### src/rtl/imm_gen_pipe.sv
// RISC-V immediate generator with format tagging, illegal-opcode counting
// and a two-entry skid buffer so in_ready comes straight from a flop.
module imm_gen_pipe #(
    parameter int unsigned XLEN  = 32,
    parameter int unsigned CNT_W = 16
) (
    input  logic             clk,
    input  logic             rst_n,
    input  logic             flush,
    input  logic             in_valid,
    output logic             in_ready,
    input  logic [31:0]      in_inst,
    output logic             out_valid,
    input  logic             out_ready,
    output logic [XLEN-1:0]  out_imm,
    output logic [2:0]       out_fmt,
    output logic             out_illegal,
    output logic [CNT_W-1:0] illegal_cnt
);

    localparam int unsigned FMT_W = 3;
    localparam bit          IS64  = (XLEN == 64);

    localparam logic [FMT_W-1:0] FMT_R   = 3'd0;
    localparam logic [FMT_W-1:0] FMT_I   = 3'd1;
    localparam logic [FMT_W-1:0] FMT_S   = 3'd2;
    localparam logic [FMT_W-1:0] FMT_B   = 3'd3;
    localparam logic [FMT_W-1:0] FMT_U   = 3'd4;
    localparam logic [FMT_W-1:0] FMT_J   = 3'd5;
    localparam logic [FMT_W-1:0] FMT_Z   = 3'd6;
    localparam logic [FMT_W-1:0] FMT_ILL = 3'd7;

    typedef struct packed {
        logic [XLEN-1:0]  imm;
        logic [FMT_W-1:0] fmt;
        logic             illegal;
    } entry_t;

    typedef enum logic [1:0] {
        ST_EMPTY = 2'd0,
        ST_ONE   = 2'd1,
        ST_FULL  = 2'd2
    } state_e;

    state_e           state_q, state_d;
    entry_t           main_q, main_d;
    entry_t           skid_q, skid_d;
    entry_t           dec;
    logic             out_valid_q, out_valid_d;
    logic             in_ready_q, in_ready_d;
    logic [CNT_W-1:0] cnt_q, cnt_d;
    logic             accept, pop;

    logic [6:0]         opcode;
    logic [2:0]         funct3;
    logic signed [31:0] imm_i, imm_s, imm_b, imm_u, imm_j;

    // Raw 32-bit sign-extended immediates; widened to XLEN by signed casts.
    assign opcode = in_inst[6:0];
    assign funct3 = in_inst[14:12];
    assign imm_i  = {{20{in_inst[31]}}, in_inst[31:20]};
    assign imm_s  = {{20{in_inst[31]}}, in_inst[31:25], in_inst[11:7]};
    assign imm_b  = {{19{in_inst[31]}}, in_inst[31], in_inst[7], in_inst[30:25],
                     in_inst[11:8], 1'b0};
    assign imm_u  = {in_inst[31:12], 12'b0};
    assign imm_j  = {{11{in_inst[31]}}, in_inst[31], in_inst[19:12], in_inst[20],
                     in_inst[30:21], 1'b0};

    always_comb begin
        dec         = '0;
        dec.fmt     = FMT_R;
        dec.imm     = '0;
        dec.illegal = 1'b0;
        case (opcode)
            7'b0010011: begin
                if (funct3 == 3'b001 || funct3 == 3'b101) begin
                    dec.fmt = FMT_Z;
                    dec.imm = IS64 ? XLEN'(in_inst[25:20]) : XLEN'(in_inst[24:20]);
                end else begin
                    dec.fmt = FMT_I;
                    dec.imm = XLEN'(imm_i);
                end
            end
            7'b0000011, 7'b1100111, 7'b0001111: begin
                dec.fmt = FMT_I;
                dec.imm = XLEN'(imm_i);
            end
            7'b1110011: begin
                if (funct3[2]) begin
                    dec.fmt = FMT_Z;
                    dec.imm = XLEN'(in_inst[19:15]);
                end else begin
                    dec.fmt = FMT_I;
                    dec.imm = XLEN'(imm_i);
                end
            end
            7'b0100011: begin
                dec.fmt = FMT_S;
                dec.imm = XLEN'(imm_s);
            end
            7'b1100011: begin
                dec.fmt = FMT_B;
                dec.imm = XLEN'(imm_b);
            end
            7'b0110111, 7'b0010111: begin
                dec.fmt = FMT_U;
                dec.imm = XLEN'(imm_u);
            end
            7'b1101111: begin
                dec.fmt = FMT_J;
                dec.imm = XLEN'(imm_j);
            end
            7'b0110011: begin
                dec.fmt = FMT_R;
                dec.imm = '0;
            end
            7'b0111011: begin
                dec.fmt     = IS64 ? FMT_R : FMT_ILL;
                dec.illegal = !IS64;
            end
            7'b0011011: begin
                if (!IS64) begin
                    dec.fmt     = FMT_ILL;
                    dec.illegal = 1'b1;
                end else if (funct3 == 3'b001 || funct3 == 3'b101) begin
                    dec.fmt = FMT_Z;
                    dec.imm = XLEN'(in_inst[24:20]);
                end else begin
                    dec.fmt = FMT_I;
                    dec.imm = XLEN'(imm_i);
                end
            end
            default: begin
                dec.fmt     = FMT_ILL;
                dec.illegal = 1'b1;
            end
        endcase
    end

    assign accept = in_valid && in_ready_q;
    assign pop    = out_valid_q && out_ready;

    // Skid-buffer next state; flush wins over any same-cycle accept or pop.
    always_comb begin
        state_d = state_q;
        main_d  = main_q;
        skid_d  = skid_q;
        if (flush) begin
            state_d = ST_EMPTY;
        end else begin
            case (state_q)
                ST_EMPTY: begin
                    if (accept) begin
                        state_d = ST_ONE;
                        main_d  = dec;
                    end
                end
                ST_ONE: begin
                    if (accept && !pop) begin
                        state_d = ST_FULL;
                        skid_d  = dec;
                    end else if (accept && pop) begin
                        main_d  = dec;
                    end else if (pop) begin
                        state_d = ST_EMPTY;
                    end
                end
                ST_FULL: begin
                    if (pop) begin
                        state_d = ST_ONE;
                        main_d  = skid_q;
                    end
                end
                default: state_d = ST_EMPTY;
            endcase
        end
        out_valid_d = (state_d != ST_EMPTY);
        in_ready_d  = (state_d != ST_FULL);
    end

    // Counter sees every delivered illegal, including one popped during flush.
    always_comb begin
        cnt_d = cnt_q;
        if (pop && main_q.illegal && !(&cnt_q)) begin
            cnt_d = cnt_q + CNT_W'(1);
        end
    end

    always_ff @(posedge clk) begin
        if (!rst_n) begin
            state_q     <= ST_EMPTY;
            main_q      <= '0;
            skid_q      <= '0;
            out_valid_q <= 1'b0;
            in_ready_q  <= 1'b1;
            cnt_q       <= '0;
        end else begin
            state_q     <= state_d;
            main_q      <= main_d;
            skid_q      <= skid_d;
            out_valid_q <= out_valid_d;
            in_ready_q  <= in_ready_d;
            cnt_q       <= cnt_d;
        end
    end

    assign in_ready    = in_ready_q;
    assign out_valid   = out_valid_q;
    assign out_imm     = main_q.imm;
    assign out_fmt     = main_q.fmt;
    assign out_illegal = main_q.illegal;
    assign illegal_cnt = cnt_q;

endmodule

### config.mk
export PLATFORM = sky130hd
export DESIGN_NAME = imm_gen_pipe
export DESIGN_NICKNAME = d
export VERILOG_FILES = /design/src/rtl/imm_gen_pipe.sv
export SDC_FILE = /design/constraint.sdc
export NUM_CORES = 1
export LEC_CHECK = 0
export BUFFER_PORTS_ARGS = -buffer_cell sky130_fd_sc_hd__clkbuf_2
export CELL_PAD_IN_SITES_DETAIL_PLACEMENT = 1
export CELL_PAD_IN_SITES_GLOBAL_PLACEMENT = 1
export CORE_ASPECT_RATIO = 0.9
export CORE_MARGIN = 3
export CORE_UTILIZATION = 43
export DETAILED_ROUTE_END_ITERATION = 10
export PLACE_DENSITY_LB_ADDON = 0.1
export SLEW_MARGIN = 0
export SYNTH_ARGS = -nofsm -noshare
export SYNTH_HDL_FRONTEND = slang
export SYNTH_SLANG_ARGS = --single-unit
### constraint.sdc
create_clock -name clk -period 2.64 [get_ports clk]
set_clock_uncertainty 0.1 [all_clocks]
set_input_delay 0 -clock clk [delete_from_list [all_inputs] [get_ports clk]]
set_output_delay 0 -clock clk [all_outputs]
set_load 0.1 [all_outputs]
After elaboration in Yosys (flattened, before gate mapping)
Cells that the tools add are included.

Output and inout port bits: 54. Word-level logic and storage cells: 67. Bits in latches: 0. Bits in writable memories: 0. Bits in read-only memories: 0. Input port bits: 37. Register bits after elaboration: 92. Memories: 0.

Divide/modulo/power cells: 0. Eq/ne operators: 20. Multipliers: 0. Shift operators: 0. Reduce and logical (&&, ||, !) cells: 18. Bitwise gates (word level): 1. Mux-type cells: 17. Add/sub/neg operators: 1. $lt $le $gt $ge: 0.

Operators by type and width (number): one-hot mux 32 bit (7 select lines) (1); two-way mux 36 bit (4); one-hot mux 36 bit (3 select lines) (1); two-way mux 35 bit (2); == test 7 bit (second input constant) (4); one-hot mux 3 bit (8 select lines) (1); == test 7 x 6 -> 1 bit (second input constant) (3); adder 16 x 1 -> 16 bit (second input constant) (1); AND reduction 16 bit (1); == test 7 x 5 -> 1 bit (second input constant) (2); two-way mux 2 bit (6); OR reduction 11 bit (1); inequality test 2 bit (second input constant) (5); == test 7 x 2 -> 1 bit (second input constant) (1); == test 7 x 4 -> 1 bit (second input constant) (1); logical AND 1 bit (6); one-hot mux 2 bit (3 select lines) (1); AND reduction 6 bit (1); == test 3 x 1 -> 1 bit (second input constant) (1); == test 3 bit (second input constant) (1); AND reduction 3 bit (1); nonzero test 3 bit (1); OR reduction 3 bit (1); == test 2 x 1 -> 1 bit (second input constant) (1); 8 further kinds (9).

Longest topological paths before layout
Gate-level depths: netlist of the first run.

Word-level depth: 7. Depth in mapped cells: 9. Mapped depth without buffers: 6.

Least setup slack after synthesis of the first run
OpenSTA, ideal clock, no wires.

Path type: register to register. From: register cnt_q[6] (netlist: illegal_cnt[6]). To: register cnt_q[12] (netlist: illegal_cnt[12]). Arrival time: 2.352 ns. Setup time: 0.115 ns. Required time: 2.425 ns. Path slack: 0.073 ns. Cell stages (with the launch flop): 7. Cells stage by stage: dfxtp_1 > and4_1 > and3_1 > buf_2 > or3b_1 > xnor2_1 > and2_1.

Cells in the longest elaborated chain, start to end: 3. Elaborated cells on any way between the ends: 4. Classes of those cells: 1 x add/sub; 3 x reduce/logical.

RTL lines: start: declaration (RTL line 51) `logic [CNT_W-1:0] cnt_q, cnt_d;`; start signal: assignment (RTL line 203) `cnt_q <= cnt_d;`; parallel branches: the longest is 3 deep, another holds adder 16 x 1 -> 16 bit.

Several ways; the timed one is not identified. A chain may end at the register's enable or synchronous reset.

Final worst setup path of the first run
From: register out_valid_q (netlist: out_valid). To: register main_q, in the netlist out_imm[31].

Cells in the longest elaborated chain, start to end: 5. Elaborated cells on any way between the ends: 8. Classes of those cells: 3 x eq/ne; 5 x reduce/logical.

RTL lines: start: declaration (RTL line 49) `logic out_valid_q, out_valid_d;`; start signal: assignment (RTL line 201) `out_valid_q <= out_valid_d;`; logical AND 1 bit (*) (RTL line 141) `assign pop = out_valid_q && out_ready;`; logical NOT 1 bit (RTL line 159) `if (accept && !pop) begin`; logical AND 1 bit (RTL line 159); inequality test 2 bit (no source line); AND reduction 6 bit (no source line) (*); end signal: assignment (RTL line 199) `main_q <= main_d;`; end: declaration (RTL line 46) `entry_t main_q, main_d;`.

Mark *: on every way between the ends. The rest lies on a longest branch, timed or not.

==> flow_summary.yaml, run 1 <==
route:
  postRouteWirelength_mm: 13.2
  drtAntennaViolNets: 0
  drt-wirelength-per-cell_um: 18.4
  drt-initial-drc-count: 264
  drc: 0
  drtPass1Iterations: 5
  vias_per_cell: 5.75
  total_number_of_vias: 4131
timing:
  setup_ws_ns: 0.548
  fmax_ghz: 0.478
  timing.setup.tns_ns: 0
  drv_slew: 0
  worstMarginPinSlew_ns: 0.576
  timing.slew.headroom_pct: 61.2
  timing.final.hold_violations: 0
  rsz0062_at_grt: "no"
  part_of_the_cycle_the_worst_path_needs_pct: 79.3
  fin_hold_ws_ns: 0.00767
  final_period_minus_worst_setup_slack_ns: 2.09
  setup_violating_endpoint_count_in_the_final_report: 0
cts:
  clock_tree.htree_level_count: 3
  clock_tree.buffer_depth: 2
  cts_tree: "yes"
  numClockSinks: 92
  cts_hold_buf: 22
  cts_buffers: 9
  clock_latency_ns: 0.37
  cts.root.buffer_cell: "sky130_fd_sc_hd__clkbuf_8"
  clock_transition_at_the_register_clock_pins_on_the_worst_setup_and_hold_paths_after_cts_ns: 0.09
  postCtsResizedCells: 0
  post-cts-setup-buffers: 0
power:
  total_power_uw: 2900
  combinationalPowerShare_pct: 15.8
  p_sw_share_pct: 29.8
  sequentialPowerShare_pct: 49.9
  clockPowerShare_pct: 34.3
  power_report.internal_total_uw: 2030
  irDropWorstVdd_mv: 0.346
  powerDensity_nw_per_um2: 562
  net-switching-power_uw: 865
  power.static_leakage_uw: 0.00218
worst_setup_path:
  setup.worst_path.end_class: "register"
  worst-endpoint-arrival_ns: 2.29
  criticalPathCategory: "register to register"
  cp_max_fo: 14
  worst-endpoint-required_ns: 2.83
  max_stage_delay_ns: 0.49
  critical_path.reg2reg.endpoint: "out_imm[31]$_SDFFE_PN0P_"
  timing.critical_path.cells: "nand2_2, a21oi_2, o21ba_1, buf_4, o221ai_1, a31oi_1"
  critical_path.startpoint_type: "register"
  cp_slowest_cell: "sky130_fd_sc_hd__o21ba_1"
  critPathBufInv: 1
  worst_r2r_path_depth: 6
  worst_path_dominant_cell_family: "compound AO/OA/AOI/OAI gates"
  worst-r2r-setup-slack_ns: 0.55
  r2r-start: "out_valid$_SDFF_PN0_"
logic_synthesis:
  synth-edff-count: 0
  seq_area_frac_synth_pct: 43.7
  synth.distinct_cells: 58
  syn-instance-count: 492
  yosysWarningCount: 0
  synth.largest_area_cell: "sky130_fd_sc_hd__dfxtp_1"
  synth_top_area_cells: "sky130_fd_sc_hd__dfxtp_1, sky130_fd_sc_hd__a21oi_1, sky130_fd_sc_hd__nand2_1, sky130_fd_sc_hd__o21ai_0, sky130_fd_sc_hd__and2_1"
  ys_dominant_reg_cell: "sky130_fd_sc_hd__dfxtp_1"
  async_reset_ff_share_pct: 0
  share_of_yosys_cell_area_claimed_by_the_top_area_cell_type_pct: 43.7
  ys_ff_latch: 92
  synth_area_um2: 4210
  total_nets_after_synthesis: 530
  mean_instance_size_in_the_synthesized_netlist_um2: 8.57
floorplanning:
  core_area_um2: 9330
  area_enclosed_by_the_die_boundary_um2: 11000
  num_rows: 33
  top_level_ports: 91
  floorplan.die.height_um: 99.9
  initial_core_util_pct: 45.2
  die_width_um: 110
cells_and_area:
  mostFrequentLayoutCells: "sky130_fd_sc_hd__dfxtp_1, sky130_fd_sc_hd__clkbuf_2, sky130_fd_sc_hd__a21oi_1, sky130_fd_sc_hd__nand2_1, sky130_fd_sc_hd__o21ai_0"
  nets: 629
  finish.cell_count_without_fillers: 718
  diodes: 0
  drive_gt1_share_pct: 22.1
  layout_commonest_cell: "sky130_fd_sc_hd__dfxtp_1"
  area_delta_synth_final_pct: 22.5
  fillers: 1154
grt:
  grt-ovfl-total: 0
  grt_pass1_vias: 4194
  grt_start_max_net_pins: 42
  initial_antenna_violation_count: 0
  grt_first_pass_wirelength_mm: 21.5
  gr-usage-all-layers_pct: 24.6
worst_hold_path:
  timing.hold.worst.start: "in_inst[7]"
  hold-path-endpoint: "out_imm[0]$_SDFFE_PN0P_"
  holdCritPathClass: "primary input to register"
  worst_hold_path.num_cells: 5
place:
  numPlacedInstances: 680
  worst_slack_at_placement_ns: 0.606
  place_hpwl_mm: 8.97
  io_buffers: 90
  gp_routability_congestion: 0.860
flow_run:
  max_cap_viol_count: 0
outcome:
  outcome: "complete, no violations"
==> worst reg2reg max path, stage by stage, from the launching register on <==
cell and delay, ns:
sky130_fd_sc_hd__dfxtp_1 0.43, sky130_fd_sc_hd__nand2_2 0.15, sky130_fd_sc_hd__a21oi_2 0.21, sky130_fd_sc_hd__o21ba_1 0.49
sky130_fd_sc_hd__buf_4 0.32, sky130_fd_sc_hd__o221ai_1 0.14, sky130_fd_sc_hd__a31oi_1 0.17
==> worst max path at each step <==
stage                                     start                      endpoint  slack (ns)  depth (start not counted)
global placement           out_valid$_SDFF_PN0_      out_imm[31]$_SDFFE_PN0P_        0.67                          6
floorplan           illegal_cnt[6]$_SDFFE_PN0P_  illegal_cnt[12]$_SDFFE_PN0P_        0.07                          6
global route               out_valid$_SDFF_PN0_      out_imm[31]$_SDFFE_PN0P_        0.37                          6
finish                     out_valid$_SDFF_PN0_      out_imm[31]$_SDFFE_PN0P_        0.55                          6
CTS                        out_valid$_SDFF_PN0_      out_imm[16]$_SDFFE_PN0P_        0.58                          6
detailed placement         out_valid$_SDFF_PN0_      out_imm[18]$_SDFFE_PN0P_        0.61                          6
==> Yosys cell counts, types with 2 or more instances <==
cell type / n
sky130_fd_sc_hd__dfxtp_1: 92
sky130_fd_sc_hd__a21oi_1: 61
sky130_fd_sc_hd__nand2_1: 60
sky130_fd_sc_hd__o21ai_0: 37
sky130_fd_sc_hd__nand3_1: 25
sky130_fd_sc_hd__clkbuf_1: 23
sky130_fd_sc_hd__nor2_1: 22
sky130_fd_sc_hd__and2_1: 21
sky130_fd_sc_hd__xnor2_1: 13
sky130_fd_sc_hd__a222oi_1: 10
sky130_fd_sc_hd__o221ai_1: 10
sky130_fd_sc_hd__nand4_1: 8
sky130_fd_sc_hd__buf_2: 7
sky130_fd_sc_hd__nand2b_1: 7
sky130_fd_sc_hd__a2bb2oi_1: 6
sky130_fd_sc_hd__a32o_1: 6
sky130_fd_sc_hd__a22o_1: 5
sky130_fd_sc_hd__nor2b_1: 5
sky130_fd_sc_hd__nor3_1: 5
sky130_fd_sc_hd__o211ai_1: 5
sky130_fd_sc_hd__and3_1: 4
sky130_fd_sc_hd__and4_1: 4
sky130_fd_sc_hd__inv_1: 4
sky130_fd_sc_hd__nor2_2: 4
sky130_fd_sc_hd__buf_6: 3
sky130_fd_sc_hd__o21a_1: 3
sky130_fd_sc_hd__or2_1: 3
sky130_fd_sc_hd__a211oi_1: 2
sky130_fd_sc_hd__a21oi_2: 2
sky130_fd_sc_hd__a22oi_1: 2
sky130_fd_sc_hd__a31oi_1: 2
sky130_fd_sc_hd__o211a_1: 2
sky130_fd_sc_hd__o2bb2ai_1: 2
sky130_fd_sc_hd__or2_2: 2
sky130_fd_sc_hd__xor2_1: 2
==> logic make-up (layout without fill, tap and decap cells) <==
group / Yosys count / count (layout) / synth area share [%]
DFF: 92 / 92 / 43.7
buffers and inverters: 38 / 142 / 4.13
xor gates and xnor gates: 15 / 15 / 3.12
adders and majority gates: 1 / 1 / 0.297
AOI/OAI and AO/OA: 167 / 167 / 26.7
and+or+nand+nor: 179 / 179 / 22.1
==> power groups by stage <==
stage	Clock [µW]	Combinational [µW]	Sequential, µW
detailed placement	0	430	1480
floorplan	0	148	1640
CTS	1010	457	1450
global placement	0	423	1480
global route	1070	489	1450
finish	995	459	1450
==> sequential cells by signal (all words and copies together), names as in the netlist <==
signal,flops
state_q,2
out_illegal,1
in_ready,1
skid_q,36
out_valid,1
illegal_cnt,16
out_fmt,3
out_imm,32
==> stage by stage <==
step           area (µm²)  utilization (%)
6_report             5160             55.3
5_1_grt              5160             55.3
4_1_cts              5160             55.3
3_5_place_dp         4740             50.8
2_1_floorplan        4210                -
3_3_place_gp         4740             50.8
==> per-layer routing <==
| layer | GRT usage, % | part of all wire (%) |
|---|---|---|
| met5 | 0 | 0 |
| met4 | 5.87 | 1.0 |
| met3 | 4.18 | 4.8 |
| met2 | 41.0 | 48 |
| met1 | 33.4 | 46 |
==> final cells by class <==
cell class | count | area (µm²) | area share, %
Clock buffer | 13 | 159 | 3.08
Sequential cell | 92 | 1840 | 35.7
Timing Repair Buffer | 122 | 746 | 14.4
Clock inverter | 3 | 43.8 | 0.848
Multi-Input combinational cell | 362 | 2200 | 42.7
Inverter | 4 | 15.0 | 0.291
Tap cell | 122 | 153 | 2.96
(Power assumes the default switching activity.)
==> inputs of run 2 (changes only) <==
--- a/config.mk
+++ b/config.mk
@@ -10,7 +10,7 @@
 export CELL_PAD_IN_SITES_GLOBAL_PLACEMENT = 1
 export CORE_ASPECT_RATIO = 0.9
 export CORE_MARGIN = 3
-export CORE_UTILIZATION = 43
+export CORE_UTILIZATION = 36
 export DETAILED_ROUTE_END_ITERATION = 10
 export PLACE_DENSITY_LB_ADDON = 0.1
 export SLEW_MARGIN = 0
==> constraint.sdc (replaced) <==
create_clock -name clk -period 1.9 [get_ports clk]
set_clock_uncertainty 0.1 [all_clocks]
set_input_delay 0 -clock clk [delete_from_list [all_inputs] [get_ports clk]]
set_output_delay 0 -clock clk [all_outputs]
set_load 0.1 [all_outputs]
==> run 2 against run 1 <==
Flip-flop and latch count stayed put. Die area grew 18%. Via count rose by 1.7%. Critical path depth unchanged. Count of clock-buffer cells in the layout shrank 1.
==> flow_summary.yaml, run 2 (synthesized netlist as in run 1, its figures left out) <==
outcome:
  outcome: "complete, no violations"
floorplanning:
  initial_core_util_pct: 37.9
  die_width_um: 120
  floorplan.die.height_um: 109
  num_rows: 36
  top_level_ports: 91
  area_enclosed_by_the_die_boundary_um2: 13000
  core_area_um2: 11100
timing:
  timing.final.hold_violations: 0
  fin_hold_ws_ns: 0.0312
  worstMarginPinSlew_ns: 0.570
  part_of_the_cycle_the_worst_path_needs_pct: 96.1
  timing.slew.headroom_pct: 62.1
  drv_slew: 0
  final_period_minus_worst_setup_slack_ns: 1.82
  setup_violating_endpoint_count_in_the_final_report: 0
  fmax_ghz: 0.548
  setup_ws_ns: 0.0750
grt:
  gr-usage-all-layers_pct: 21.6
  initial_antenna_violation_count: 0
  grt_pass1_vias: 4309
  grt_first_pass_wirelength_mm: 22.6
  grt_start_max_net_pins: 32
  grt-ovfl-total: 0
cts:
  cts_buffers: 9
  numClockSinks: 92
  cts.root.buffer_cell: "sky130_fd_sc_hd__clkbuf_16"
  clock_tree.buffer_depth: 2
  cts_tree: "yes"
  clock_transition_at_the_register_clock_pins_on_the_worst_setup_and_hold_paths_after_cts_ns: 0.06
  clock_latency_ns: 0.33
  clock_tree.htree_level_count: 3
worst_setup_path:
  setup.worst_path.end_class: "register"
  criticalPathCategory: "register to register"
  worst_r2r_path_depth: 6
  worstSetupPathDepth: 6
  cp_slowest_cell: "sky130_fd_sc_hd__dfxtp_1"
  cp_max_fo: 11
  worst-endpoint-required_ns: 2.02
  max_stage_delay_ns: 0.45
  critical_path.startpoint_type: "register"
  worst_path_dominant_cell_family: "compound AO/OA/AOI/OAI gates"
  timing.critical_path.cells: "nand3b_4, a21oi_2, o21ba_2, and3_4, a222oi_1, nand2_1"
  worst-endpoint-arrival_ns: 1.95
  critPathBufInv: 0
place:
  place_hpwl_mm: 10.0
  worst_slack_at_placement_ns: -0.0274
  gp_routability_congestion: 0.789
  io_buffers: 90
  post_dp_cell_area_um2: 4980
power:
  irDropWorstVdd_mv: 0.660
  powerDensity_nw_per_um2: 802
  power.static_leakage_uw: 0.00234
  total_power_uw: 4450
route:
  vias_per_cell: 5.49
  drt-wirelength-per-cell_um: 18.4
  drtPass1Iterations: 5
  drc: 0
  postRouteWirelength_mm: 14.0
  total_number_of_vias: 4202
  drtAntennaViolNets: 0
  drt-initial-drc-count: 212
cells_and_area:
  area_delta_synth_final_pct: 31.7
  number_of_flip_flops_under_the_largest_register_name: 36
  drive_gt1_share_pct: 28.1
  regMostFlops: "skid_q"
  finalInstanceArea_um2: 5550
  mostFrequentLayoutCells: "sky130_fd_sc_hd__clkbuf_2, sky130_fd_sc_hd__dfxtp_1, sky130_fd_sc_hd__nand2_1, sky130_fd_sc_hd__a21oi_1, sky130_fd_sc_hd__o21ai_0"
  layout_commonest_cell: "sky130_fd_sc_hd__clkbuf_2"
  final_core_util_pct: 49.9
  nets: 646
  diodes: 0
worst_hold_path:
  holdCritPathClass: "primary input to register"
  worst_hold_path.num_cells: 3
flow_run:
  max_cap_viol_count: 0
[run 2: changes by cell type in the layout (fill, tap and decap cells not counted), sizes merged]
cell / previous run / this run
clkinv: 1 / 3
buf: 10 / 26
clkbuf: 103 / 102
dlygate4sd3: 22 / 23
inv: 5 / 4
[run 2: path summary, 6_finish.rpt]
path                            slack (ns)                  endpoint                    start
worst max register to register        0.08  out_imm[29]$_SDFFE_PN0P_    state_q[1]$_SDFF_PN0_
worst min register to register        0.38  out_imm[23]$_SDFFE_PN0P_  skid_q[27]$_SDFFE_PN0P_
worst min-delay path                  0.03   out_imm[1]$_SDFFE_PN0P_                    rst_n
worst max-delay path                  0.08  out_imm[29]$_SDFFE_PN0P_    state_q[1]$_SDFF_PN0_
[run 2: metrics by stage]
step | TNS, ns | std cells
final | 0 | 765
after global routing | -0.000647 | 765
after CTS | 0 | 764
after detailed placement | -0.0274 | 725
after global placement | 0 | 725
after floorplan | -0.177 | 492
[run 2: tightest hold or removal path, stage by stage]
cell and delay, ns:
sky130_fd_sc_hd__clkbuf_2 0.29, sky130_fd_sc_hd__nand2_1 0.08, sky130_fd_sc_hd__o21ai_0 0.05
[run 2: layout make-up]
class                      instances  area, µm²
fill                            1338       5580
clock buffer                      12        246
clock inverter                     4       48.8
multi-input combinational        362       2240
timing repair buffer             139        913
inverter                           4       15.0
sequential                        92       1900
tap                              152        190
[run 2: what timing repair did]
action,in CTS,in global routing
setup endpoints to repair,11,25
pin swaps,1,3
endpoints found under the hold margin,58,0
hold buffers,23,0
resized for setup,2,6
setup buffers,0,1
[run 2: per-layer routing]
metal  vias to the layer above  track usage, %  wire [µm]  share of wire (%)
li1                       2037               -          -                  -
met1                      2068            27.5       6430                 46
met3                        16            4.10        456                3.2
met2                        81            37.4       6880                 49
met4                         0            6.54        280                2.0
met5                         -               0          0                  0
[run 2: where the power goes]
group          internal (µW)  switching (µW)  total (µW)
logic                    188             482         669
registers               1960            33.1        2000
clock network           1050             733        1790
total                   3200            1250        4450
==> inputs of run 3 (changes only) <==
--- a/config.mk
+++ b/config.mk
@@ -13,6 +13,7 @@
 export CORE_UTILIZATION = 36
 export DETAILED_ROUTE_END_ITERATION = 10
 export PLACE_DENSITY_LB_ADDON = 0.1
+export SETUP_SLACK_MARGIN = 0.3
 export SLEW_MARGIN = 0
 export SYNTH_ARGS = -nofsm -noshare
 export SYNTH_HDL_FRONTEND = slang
==> run 3 against run 2 <==
Hold slack better by 0.0048 ns. Fmax rose by 5.0%. Die area unchanged. Sequential power barely moved. Largest power group unchanged.
==> flow_summary.yaml, run 3 (synthesized netlist as in run 1, its figures left out) <==
power:
  total_power_uw: 4420
  powerDensity_nw_per_um2: 733
  power.static_leakage_uw: 0.00249
  irDropWorstVdd_mv: 0.515
timing:
  drv_slew: 0
  part_of_the_cycle_the_worst_path_needs_pct: 91.5
  timing.final.hold_violations: 0
  worstMarginPinSlew_ns: 0.562
  fmax_ghz: 0.575
  timing.setup.tns_ns: 0
  setup_ws_ns: 0.161
  setup_violating_endpoint_count_in_the_final_report: 0
  timing.slew.headroom_pct: 62.7
  fin_hold_ws_ns: 0.0360
  final_period_minus_worst_setup_slack_ns: 1.74
  rsz0062_at_grt: "yes"
place:
  place_hpwl_mm: 9.82
  gp_routability_congestion: 0.879
  io_buffers: 90
  worst_slack_at_placement_ns: 0.0489
cts:
  clock_tree.htree_level_count: 3
  clock_latency_ns: 0.34
  cts_tree: "yes"
  cts.root.buffer_cell: "sky130_fd_sc_hd__clkbuf_16"
  cts_buffers: 9
  clock_tree.buffer_depth: 2
  clock_transition_at_the_register_clock_pins_on_the_worst_setup_and_hold_paths_after_cts_ns: 0.07
  numClockSinks: 92
worst_setup_path:
  criticalPathCategory: "register to register"
  setup.worst_path.end_class: "register"
  worst-endpoint-arrival_ns: 1.92
  cp_max_fo: 6
  worst-endpoint-required_ns: 2.09
  critical_path.reg2reg.endpoint: "out_imm[26]$_SDFFE_PN0P_"
  critical_path.startpoint_type: "register"
  worst-r2r-setup-slack_ns: 0.16
  worst_r2r_path_depth: 9
  r2r-start: "state_q[1]$_SDFF_PN0_"
outcome:
  outcome: "complete, no violations"
grt:
  grt_pass1_vias: 4502
  gr-usage-all-layers_pct: 22.7
  grt-ovfl-total: 0
  initial_antenna_violation_count: 0
  grt_start_max_net_pins: 35
  grt_first_pass_wirelength_mm: 23.7
floorplanning:
  num_rows: 36
  core_area_um2: 11100
  initial_core_util_pct: 37.9
  floorplan.die.height_um: 109
  top_level_ports: 91
  area_enclosed_by_the_die_boundary_um2: 13000
  die_width_um: 120
cells_and_area:
  area_delta_synth_final_pct: 42.9
  drive_gt1_share_pct: 37.1
  diodes: 0
  number_of_flip_flops_under_the_largest_register_name: 36
  layout_commonest_cell: "sky130_fd_sc_hd__clkbuf_2"
  mostFrequentLayoutCells: "sky130_fd_sc_hd__clkbuf_2, sky130_fd_sc_hd__dfxtp_1, sky130_fd_sc_hd__a21oi_1, sky130_fd_sc_hd__nand2_1, sky130_fd_sc_hd__o21ai_0"
  fillers: 1320
  regMostFlops: "skid_q"
  nets: 669
flow_run:
  max_cap_viol_count: 0
route:
  postRouteWirelength_mm: 14.6
  total_number_of_vias: 4368
  vias_per_cell: 5.54
  drtAntennaViolNets: 0
  drt-initial-drc-count: 355
  drc: 0
  drt-wirelength-per-cell_um: 18.5
  drtPass1Iterations: 6
worst_hold_path:
  holdCritPathClass: "primary input to register"
  worst_hold_path.num_cells: 5
  timing.hold.worst.start: "in_inst[7]"
  hold-path-endpoint: "out_imm[0]$_SDFFE_PN0P_"
[run 3: changes by cell type in the layout (fill, tap and decap cells not counted), sizes merged]
| cell | change |
|---|---|
| clkinv | -1 |
| dlygate4sd3 | -3 |
| buf | +26 |
| bufinv | -1 |
| clkinvlp | +2 |
[run 3: per-layer routing]
layer / vias to the layer above / global-route usage (%) / share of wire [%]
li1: 2077 / - / -
met1: 2150 / 28.7 / 45
met2: 111 / 39.2 / 49
met3: 30 / 4.36 / 4.2
met4: 0 / 7.28 / 2.3
met5: - / 0 / 0
[run 3: area by class of cell]
class / instances / area [µm²] / share of cell area (%)
Multi-Input combinational cell: 362 / 2460 / 40.8
Sequential cell: 92 / 1910 / 31.8
Timing Repair Buffer: 162 / 1170 / 19.4
Clock buffer: 12 / 256 / 4.26
Tap cell: 152 / 190 / 3.16
Clock inverter: 4 / 25.0 / 0.415
Inverter: 4 / 15.0 / 0.249
[run 3: through the flow]
step	area (µm²)	std cells	util [%]
global route	6020	788	54.1
CTS	5870	781	52.7
finish	6020	788	54.1
floorplan	4450	492	-
detailed placement	5110	729	45.9
global placement	5110	729	45.9
[run 3: worst max-delay path, cell delays in order (launching register included)]
cell	delay, ns
sky130_fd_sc_hd__dfxtp_4	0.37
sky130_fd_sc_hd__nand3b_4	0.18
sky130_fd_sc_hd__a21oi_4	0.19
sky130_fd_sc_hd__buf_4	0.14
sky130_fd_sc_hd__buf_6	0.08
sky130_fd_sc_hd__buf_6	0.08
sky130_fd_sc_hd__nand2_4	0.04
sky130_fd_sc_hd__or2_4	0.27
sky130_fd_sc_hd__buf_4	0.16
sky130_fd_sc_hd__nand2_1	0.06
[run 3: power breakdown]
| part | total, µW | switching (µW) | leakage (µW) | internal [µW] |
|---|---|---|---|---|
| clock network | 1710 | 751 | 0.000135 | 955 |
| logic | 719 | 499 | 0.00160 | 220 |
| registers | 1990 | 37.1 | 0.000760 | 1960 |
| total | 4420 | 1290 | 0.00249 | 3130 |
[run 3: worst max-delay path by stage]
stage,startpoint,endpoint,slack (ns),cells past startpoint
6_report,state_q[1]$_SDFF_PN0_,out_imm[26]$_SDFFE_PN0P_,0.16,9
5_1_grt,state_q[1]$_SDFF_PN0_,out_imm[27]$_SDFFE_PN0P_,0.08,7
4_1_cts,state_q[1]$_SDFF_PN0_,out_imm[30]$_SDFFE_PN0P_,0.21,7
3_5_place_dp,illegal_cnt[6]$_SDFFE_PN0P_,illegal_cnt[9]$_SDFFE_PN0P_,0.05,6
3_3_place_gp,illegal_cnt[6]$_SDFFE_PN0P_,illegal_cnt[9]$_SDFFE_PN0P_,0.07,6
2_1_floorplan,illegal_cnt[7]$_SDFFE_PN0P_,illegal_cnt[12]$_SDFFE_PN0P_,-0.04,6
[run 3: repair_timing]
action                                  4_1_cts  5_1_grt
pin swaps                                    20       14
endpoints found under the hold margin        58        0
gates resized for setup                      44       24
buffers inserted                             15        7
cloned                                        1        0
endpoints found under the setup margin       77       84
hold buffers                                 20        0
